==> src/rtl/led_digits_scan_ctrl.sv <==
// Scan scheduler for the 8-digit charlieplexed LED display: picks the lit digit,
// holds it for DWELL+1 cycles, optionally blanks between digits, and counts frames.
module led_digits_scan_ctrl #(
    parameter logic [14:0] BASE_ADDR = 15'h0098,
    parameter int          DEC_WD    = 3,
    parameter logic [15:0] DWELL_RST = 16'h000F
) (
    input  logic        mclk,
    input  logic        puc_rst_n,
    input  logic [13:0] per_addr,
    input  logic [15:0] per_din,
    input  logic        per_en,
    input  logic [1:0]  per_we,
    output logic [15:0] per_dout,
    output logic [2:0]  digit_sel,
    output logic        digit_vld,
    output logic        frame_tick
);

    typedef enum logic [1:0] {
        IDLE  = 2'd0,
        DWELL = 2'd1,
        BLANK = 2'd2
    } state_t;

    state_t      state_q, state_d;
    logic [15:0] cnt_q, cnt_d;
    logic [2:0]  digit_sel_q, digit_sel_d;
    logic [7:0]  frame_cnt_q, frame_cnt_d;
    logic        frame_tick_q, frame_tick_d;

    logic        ctrl_en_q, ctrl_en_d;
    logic [3:0]  blank_q, blank_d;
    logic [15:0] dwell_q, dwell_d;
    logic [7:0]  mask_q, mask_d;

    logic        reg_sel;
    logic [1:0]  reg_off;
    logic        wr_lo;
    logic        wr_hi;
    logic        rd;
    logic        run_ok;
    logic [2:0]  first_digit;
    logic [2:0]  next_digit;

    // Lowest enabled digit, used when a scan starts from IDLE.
    function automatic logic [2:0] lowest_set(input logic [7:0] m);
        logic [2:0] r;
        r = '0;
        for (int i = 7; i >= 0; i--) begin
            if (m[i]) r = 3'(i);
        end
        return r;
    endfunction

    // Circular search starting after cur; descending distance so the nearest wins,
    // and distance 8 lands back on cur itself for a single-bit mask.
    function automatic logic [2:0] next_set(input logic [7:0] m, input logic [2:0] cur);
        logic [2:0] r;
        logic [2:0] idx;
        r = cur;
        for (int i = 8; i >= 1; i--) begin
            idx = cur + 3'(i);
            if (m[idx]) r = idx;
        end
        return r;
    endfunction

    assign reg_sel     = per_en & (per_addr[13:DEC_WD-1] == BASE_ADDR[14:DEC_WD]);
    assign reg_off     = per_addr[1:0];
    assign wr_lo       = reg_sel & per_we[0];
    assign wr_hi       = reg_sel & per_we[1];
    assign rd          = reg_sel & (per_we == 2'b00);
    assign run_ok      = ctrl_en_q & (mask_q != 8'h00);
    assign first_digit = lowest_set(mask_q);
    assign next_digit  = next_set(mask_q, digit_sel_q);

    always_comb begin
        ctrl_en_d = ctrl_en_q;
        blank_d   = blank_q;
        dwell_d   = dwell_q;
        mask_d    = mask_q;
        if (wr_lo && reg_off == 2'd0) begin
            ctrl_en_d = per_din[0];
            blank_d   = per_din[7:4];
        end
        if (wr_lo && reg_off == 2'd1) dwell_d[7:0]  = per_din[7:0];
        if (wr_hi && reg_off == 2'd1) dwell_d[15:8] = per_din[15:8];
        if (wr_lo && reg_off == 2'd2) mask_d        = per_din[7:0];
    end

    always_comb begin
        state_d      = state_q;
        cnt_d        = cnt_q;
        digit_sel_d  = digit_sel_q;
        frame_cnt_d  = frame_cnt_q;
        frame_tick_d = 1'b0;
        case (state_q)
            IDLE: begin
                if (run_ok) begin
                    digit_sel_d = first_digit;
                    cnt_d       = dwell_q;
                    state_d     = DWELL;
                end
            end
            DWELL: begin
                if (!run_ok) begin
                    state_d = IDLE;
                end else if (cnt_q == 16'd0) begin
                    digit_sel_d = next_digit;
                    if (next_digit <= digit_sel_q) begin
                        frame_tick_d = 1'b1;
                        frame_cnt_d  = frame_cnt_q + 8'd1;
                    end
                    if (blank_q == 4'd0) begin
                        cnt_d = dwell_q;
                    end else begin
                        cnt_d   = {12'd0, blank_q} - 16'd1;
                        state_d = BLANK;
                    end
                end else begin
                    cnt_d = cnt_q - 16'd1;
                end
            end
            BLANK: begin
                if (!run_ok) begin
                    state_d = IDLE;
                end else if (cnt_q == 16'd0) begin
                    cnt_d   = dwell_q;
                    state_d = DWELL;
                end else begin
                    cnt_d = cnt_q - 16'd1;
                end
            end
            default: state_d = IDLE;
        endcase
    end

    always_ff @(posedge mclk or negedge puc_rst_n) begin
        if (!puc_rst_n) begin
            state_q      <= IDLE;
            cnt_q        <= '0;
            digit_sel_q  <= '0;
            frame_cnt_q  <= '0;
            frame_tick_q <= 1'b0;
            ctrl_en_q    <= 1'b0;
            blank_q      <= '0;
            dwell_q      <= DWELL_RST;
            mask_q       <= 8'hFF;
        end else begin
            state_q      <= state_d;
            cnt_q        <= cnt_d;
            digit_sel_q  <= digit_sel_d;
            frame_cnt_q  <= frame_cnt_d;
            frame_tick_q <= frame_tick_d;
            ctrl_en_q    <= ctrl_en_d;
            blank_q      <= blank_d;
            dwell_q      <= dwell_d;
            mask_q       <= mask_d;
        end
    end

    // Combinational read, so a STAT read on a wrap edge sees the old frame count.
    always_comb begin
        per_dout = '0;
        if (rd) begin
            case (reg_off)
                2'd0:    per_dout = {8'd0, blank_q, 3'd0, ctrl_en_q};
                2'd1:    per_dout = dwell_q;
                2'd2:    per_dout = {8'd0, mask_q};
                default: per_dout = {frame_cnt_q, 4'd0, (state_q != IDLE), digit_sel_q};
            endcase
        end
    end

    assign digit_sel  = digit_sel_q;
    assign digit_vld  = (state_q == DWELL);
    assign frame_tick = frame_tick_q;

endmodule
==> config.mk <==
export PLATFORM = sky130hd
export DESIGN_NAME = led_digits_scan_ctrl
export DESIGN_NICKNAME = d
export VERILOG_FILES = /design/src/rtl/led_digits_scan_ctrl.sv
export SDC_FILE = /design/constraint.sdc
export NUM_CORES = 1
export LEC_CHECK = 0
export ABC_CLOCK_PERIOD_IN_PS = 6100
export BUFFER_PORTS_ARGS = -buffer_cell sky130_fd_sc_hd__buf_2
export CAP_MARGIN = 5
export CORE_MARGIN = 1
export CORE_UTILIZATION = 45
export DETAILED_ROUTE_END_ITERATION = 7
export SYNTH_ARGS = -nofsm -noshare
export SYNTH_HDL_FRONTEND = slang
export SYNTH_SLANG_ARGS = --single-unit
export TNS_END_PERCENT = 1
==> constraint.sdc <==
create_clock -name mclk -period 6.1 [get_ports mclk]
set_input_delay 0 -clock mclk [delete_from_list [all_inputs] [get_ports mclk]]
set_output_delay 0 -clock mclk [all_outputs]
set_load 0.02 [all_outputs]
Yosys cells after proc, flatten, opt, wreduce, memory -nomap -nowiden:

Index checks and enable logic that the tools add are counted.

* add/subtract/negate cells: 10
* $lt $le $gt $ge: 8
* equal/unequal tests: 12
* muxes and demuxes: 53
* bitwise gates (word level): 5
* reductions and logical operators: 17

Operators by type and width (count)
* 16-bit two-way mux: 7
* 16-bit one-hot mux with 3 select lines: 2
* 3-bit two-way mux: 18
* 3-bit by 4-bit less-than comparator with 1-bit output (second input constant): 7
* 1-bit binary-select mux with 3-bit select: 7
* 16-bit logical NOT: 1
* 4-bit AND reduction: 4
* 16-bit by 1-bit subtractor with 16-bit output (second input constant): 1
* 3-bit adder (second input constant): 4
* 12-bit by 5-bit equality test with 1-bit output (second input constant): 1
* 2-bit two-way mux: 6
* 1-bit two-way mux: 11
* 8-bit by 1-bit adder with 8-bit output (second input constant): 1
* 8-bit nonzero test: 1
* 3-bit by 2-bit adder with 3-bit output (second input constant): 2
* 2-bit logical NOT: 3
* 3-bit != test (second input constant): 2
* 2-bit one-hot mux with 3 select lines: 1
* 3-bit one-hot mux with 2 select lines: 1
* 1-bit AND: 5
* 4-bit by 1-bit subtractor with 5-bit output (second input constant): 1
* 2-bit by 1-bit equality test with 1-bit output (second input constant): 2
* 2-bit equality test (second input constant): 2
* 1-bit logical AND: 4
* other kinds (8): 11

* flip-flop bits (word level): 59
* output and inout bits: 21

Depth between registers and ports, before layout:

* depth after elaboration: 15
* mapped depth: 18

Worst setup path after synthesis:

Ideal clock, no wire load.

* path type: flip-flop to flip-flop
* from: register digit_sel_q[0] (netlist: digit_sel[0])
* to: register frame_cnt_q[1]
* library setup time: 0.125 ns
* arrival: 4.350 ns
* data required time: 5.975 ns
* slack: 1.625 ns
* cell stages (with the launch flop): 17
* cells stage by stage: dfrtp_1 buf_4 buf_1 inv_1 ha_1 buf_2 mux4_2 mux2_2 mux2_2 o311ai_0 and2_1 ha_1 nor2b_1 o21ai_0 a32oi_1 nor3_4 mux2_2

* word-level cells in the longest chain between the ends: 12
* elaborated cells between the ends (all ways): 30

RTL lines
* start, declared: RTL line 28 `logic [2:0] digit_sel_q, digit_sel_d;`
* start signal, assigned: RTL line 153 `digit_sel_q <= digit_sel_d;`
* 3-bit adder: RTL line 63 `idx = cur + 3'(i);`
* 1-bit binary-select mux with 3-bit select: RTL line 64 `if (m[idx]) r = idx;`
* 1-bit two-way mux (not written as such): RTL line 64
* 3-bit two-way mux (7 in series): RTL line 64
* 3-bit less-or-equal comparator *: RTL line 111 `if (next_digit <= digit_sel_q) begin`
* 4-bit AND reduction (no source line) *
* end signal, assigned: RTL line 154 `frame_cnt_q <= frame_cnt_d;`
* end, declared: RTL line 29 `logic [7:0] frame_cnt_q, frame_cnt_d;`

Every way passes the cells marked *; elsewhere a longest branch is shown, timed or not. The select of a mux whose other input is x is not followed.
A chain may end at the register's enable or synchronous reset.

Worst setup path after layout:

* from: register digit_sel_q[1] (netlist: digit_sel[1])
* to: register frame_cnt_q[7]

The elaborated chain is that of the path after synthesis.

==> flow_metrics.tcl <==
set metrics [dict create \
    hold_path_depth 4 \
    hold_violations 0 \
    post_synth_mux_area_share_pct 21.9 \
    totalWireLength_mm 11.6 \
    drtAntennaViolNets 0 \
    power_w 0.00137 \
    n_fill_cell 875 \
    yosysTopAreaCell "dfrtp_1" \
    synthTopCellsByArea "dfrtp_1 (27%), mux2_2 (9.9%), dfstp_2 (7.1%)" \
    ys_dominant_reg_cell "dfrtp_1" \
    worstPathArrival_ns 5.12 \
    post_cts_buffers 0 \
    grt-ovfl-total 0 \
    initial_utilization_pct 47.1 \
    period_minus_slack_ns 4.87 \
    yosysMostFrequentCell "dfrtp_1" \
    tightest_slew_ns 0.846 \
    crit_path_cell_trace "clkinv_1 > ha_1 > mux4_2 > mux2_2 > o311ai_0 > and2_1 > ha_1 > nor2b_1 > o21ai_0 > a32oi_1 > nor3_4 > and4_1 > xor2_1" \
    numPortBuffers 55 \
    cts_tree "yes" \
    synthSimpleGateAreaFrac_pct 17.2 \
    final_nets 563 \
    endpoint_kind "flop" \
    grtUsageMet2_pct 39.9 \
    clockRootBuffer "clkbuf_8" \
    yosys_warnings 0 \
    cts_sinks 59 \
    syn_to_final_growth_pct 16.7 \
    met3_usage_pct 4.83 \
    critical_path_class "reg2reg" \
    timing.rr.end "frame_cnt_q[7]$_DFFE_PN0P_" \
    clk-insertion-delay-late_ns 0.33 \
    synth_area_mm2 0.00444 \
    finalSetupTns_ns 0 \
    h-tree-depth 3 \
    drv_cap 0 \
    core_mm2 0.00942 \
    cp_slowest_cell "dfrtp_1" \
    slew_viol_final 0 \
    hold_ws_ns 0.119 \
    die_height_um 101 \
    drcViolationCount 0 \
    synth-seq-cells 59 \
    crit_required_ns 6.35 \
    outcome "complete, no violations" \
    rsz0062_at_grt "no" \
    synth_top_family_by_area "multiplexers" \
    cts.reportedPaths.clkPinSlew_ns 0.07 \
    async_flop_share_pct 100 \
    synth-seq-area-share_pct 33.6 \
    synth_top_area_share_pct 26.5 \
    synth_xor_area_share_pct 2.96 \
    reg2reg_depth 13 \
    post_drt_wl_per_cell_um 17.9 \
    synth_edf_count 0 \
    syn_avg_cell_area_um2 9.69 \
    hold_end "dwell_q[8]$_DFFE_PN0P_" \
    yosys.area_share.adder_pct 3.38 \
    p_leak_nw 2.27 \
    finalSetupViolations 0 \
    r2r_setup_slack_ns 1.23 \
    crit_path_max_fanout 14 \
    r2r-start "digit_sel[1]$_DFFE_PN0P_" \
    grt_pass1_wl_mm 19.1 \
    synth_compound_area_share_pct 16.2 \
    max_freq_mhz 205 \
    io_pins 56 \
    crit_start "digit_sel[1]$_DFFE_PN0P_" \
    grt_max_degree 60 \
    fin_skew_ns 0.0141 \
    design_area_mm2 0.00518 \
    antenna_cells_inserted 0 \
    crit_top_cell "ha_1" \
    ctsLongestPathBuffers 2 \
    cts-resized-gates 0 \
    die_w_um 101 \
    syn_inst 458 \
    grt_util_all_layers_pct 24.2 \
    synthDistinctLibCells 66 \
    cpPeakStageDelay_ns 0.67 \
    antenna_found_initial 0 \
    place_area_mm2 0.00476 \
    placementRows 35 \
    worstHoldPathType "in2reg" \
    vdd_ir_drop_max_uv 143 \
    fin_crit_sh_pct 79.8 \
    grt-busiest-layer "met2" \
    min_from "per_we[1]" \
    power-per-cell-area_mw_per_mm2 264 \
    grt_pass1_vias 3693 \
    drive_gt1_share_pct 29.8 \
    relSlewSlack_pct 43.2 \
    use_met1_pct 32.3 \
    dr.pass1.iters 4 \
    drt_iter0_drc 184 \
    vias_per_cell 5.78 \
    gp_congestion 0.869 \
    start_kind "flop" \
    synth_fp_nets 505 \
    cts_buffers 9 \
    ctsHoldBuffers 17 \
    num_vias 3758 \
    dpl.hpwl_mm 8.50 \
    synthTopCellsByCount "dfrtp_1 (47), mux2_2 (39), nor2_1 (33)" \
    die-area_mm2 0.0103 \
]
sequential cells by signal (all words and copies together), names as in the netlist:
register and cells:
ctrl_en_q 1, frame_tick 1, state_q 2, dwell_q 16
digit_sel 3, mask_q 8, frame_cnt_q 8, cnt_q 16
blank_q 4
worst max path at each step:
stage	endpoint	cells past startpoint
after floorplan	frame_cnt_q[1]$_DFFE_PN0P_	16
after global placement	frame_cnt_q[1]$_DFFE_PN0P_	13
after detailed placement	frame_cnt_q[1]$_DFFE_PN0P_	12
after CTS	frame_cnt_q[7]$_DFFE_PN0P_	13
after global routing	frame_cnt_q[7]$_DFFE_PN0P_	13
final	frame_cnt_q[7]$_DFFE_PN0P_	13
cell usage in the layout, fill, tap and decap left out, types with 4 or more instances in the layout:
| cell type | synthesis | final |
|---|---|---|
| o31ai_1 | 4 | 4 |
| nor2b_1 | 8 | 8 |
| mux2_2 | 39 | 39 |
| a22oi_1 | 6 | 6 |
| a21o_1 | 5 | 5 |
| ha_1 | 12 | 12 |
| dfstp_2 | 12 | 12 |
| nor2_1 | 33 | 33 |
| nand4_1 | 10 | 10 |
| dlygate4sd3_1 | 0 | 17 |
| mux2i_1 | 26 | 26 |
| buf_2 | 2 | 55 |
| clkbuf_8 | 0 | 13 |
| mux4_2 | 12 | 12 |
| nand2_1 | 27 | 27 |
| xnor2_1 | 10 | 10 |
| o21ai_0 | 25 | 25 |
| nor3_1 | 16 | 16 |
| nor2_2 | 10 | 10 |
| a32oi_1 | 5 | 5 |
| inv_1 | 21 | 21 |
| a21oi_1 | 28 | 28 |
| xor2_1 | 5 | 5 |
| dfrtp_1 | 47 | 47 |
| o2bb2ai_1 | 4 | 4 |
| or3_1 | 4 | 4 |
routing by layer:
metal  vias up  part of all wire [%]
li1       1819                     -
met1      1831                    44
met2        97                    49
met3        11                   5.4
met4         0                   1.2
met5         -                     0
kinds of logic (layout without fill, tap and decap cells):
logic type | count (synthesis) | in the layout
simple gates | 137 | 137
buf+inv | 50 | 113
mux | 77 | 77
flops | 59 | 59
fa+ha+maj | 12 | 12
xor+xnor | 15 | 15
compound gates | 108 | 108
power breakdown:
| part | internal (W) | switching [W] |
|---|---|---|
| logic | 0.000173 | 0.000290 |
| clock network | 0.000275 | 0.000156 |
| registers | 0.000430 | 0.0000455 |
layout make-up:
| class | instances | area [µm²] | share of cell area (%) |
|---|---|---|---|
| inverters | 23 | 86.3 | 1.67 |
| multi-input cells | 349 | 2730 | 52.8 |
| well taps | 129 | 161 | 3.12 |
| clock inverters | 3 | 67.6 | 1.30 |
| repair buffers | 74 | 460 | 8.89 |
| flip-flops and latches | 59 | 1490 | 28.8 |
| clock buffers | 13 | 179 | 3.45 |
worst max-delay path: cells and delay by family, from the launching register on:
family / cells / cell delay, ns
AOI/OAI and AO/OA: 3 / 0.77
xor gates and xnor gates: 1 / 0.15
adders and majority gates: 2 / 0.85
buffers and inverters: 1 / 0.38
DFF: 1 / 0.67
muxes: 2 / 0.91
and+or+nand+nor: 4 / 1.04
stage by stage:
step	setup slack [ns]	utilization [%]	std cells
after floorplan	1.62	-	458
after detailed placement	1.28	50.6	617
final	1.23	55.0	650
after CTS	1.25	55.0	650
after global placement	1.36	50.6	617
after global routing	0.892	55.0	650
(Power assumes the default switching activity.)
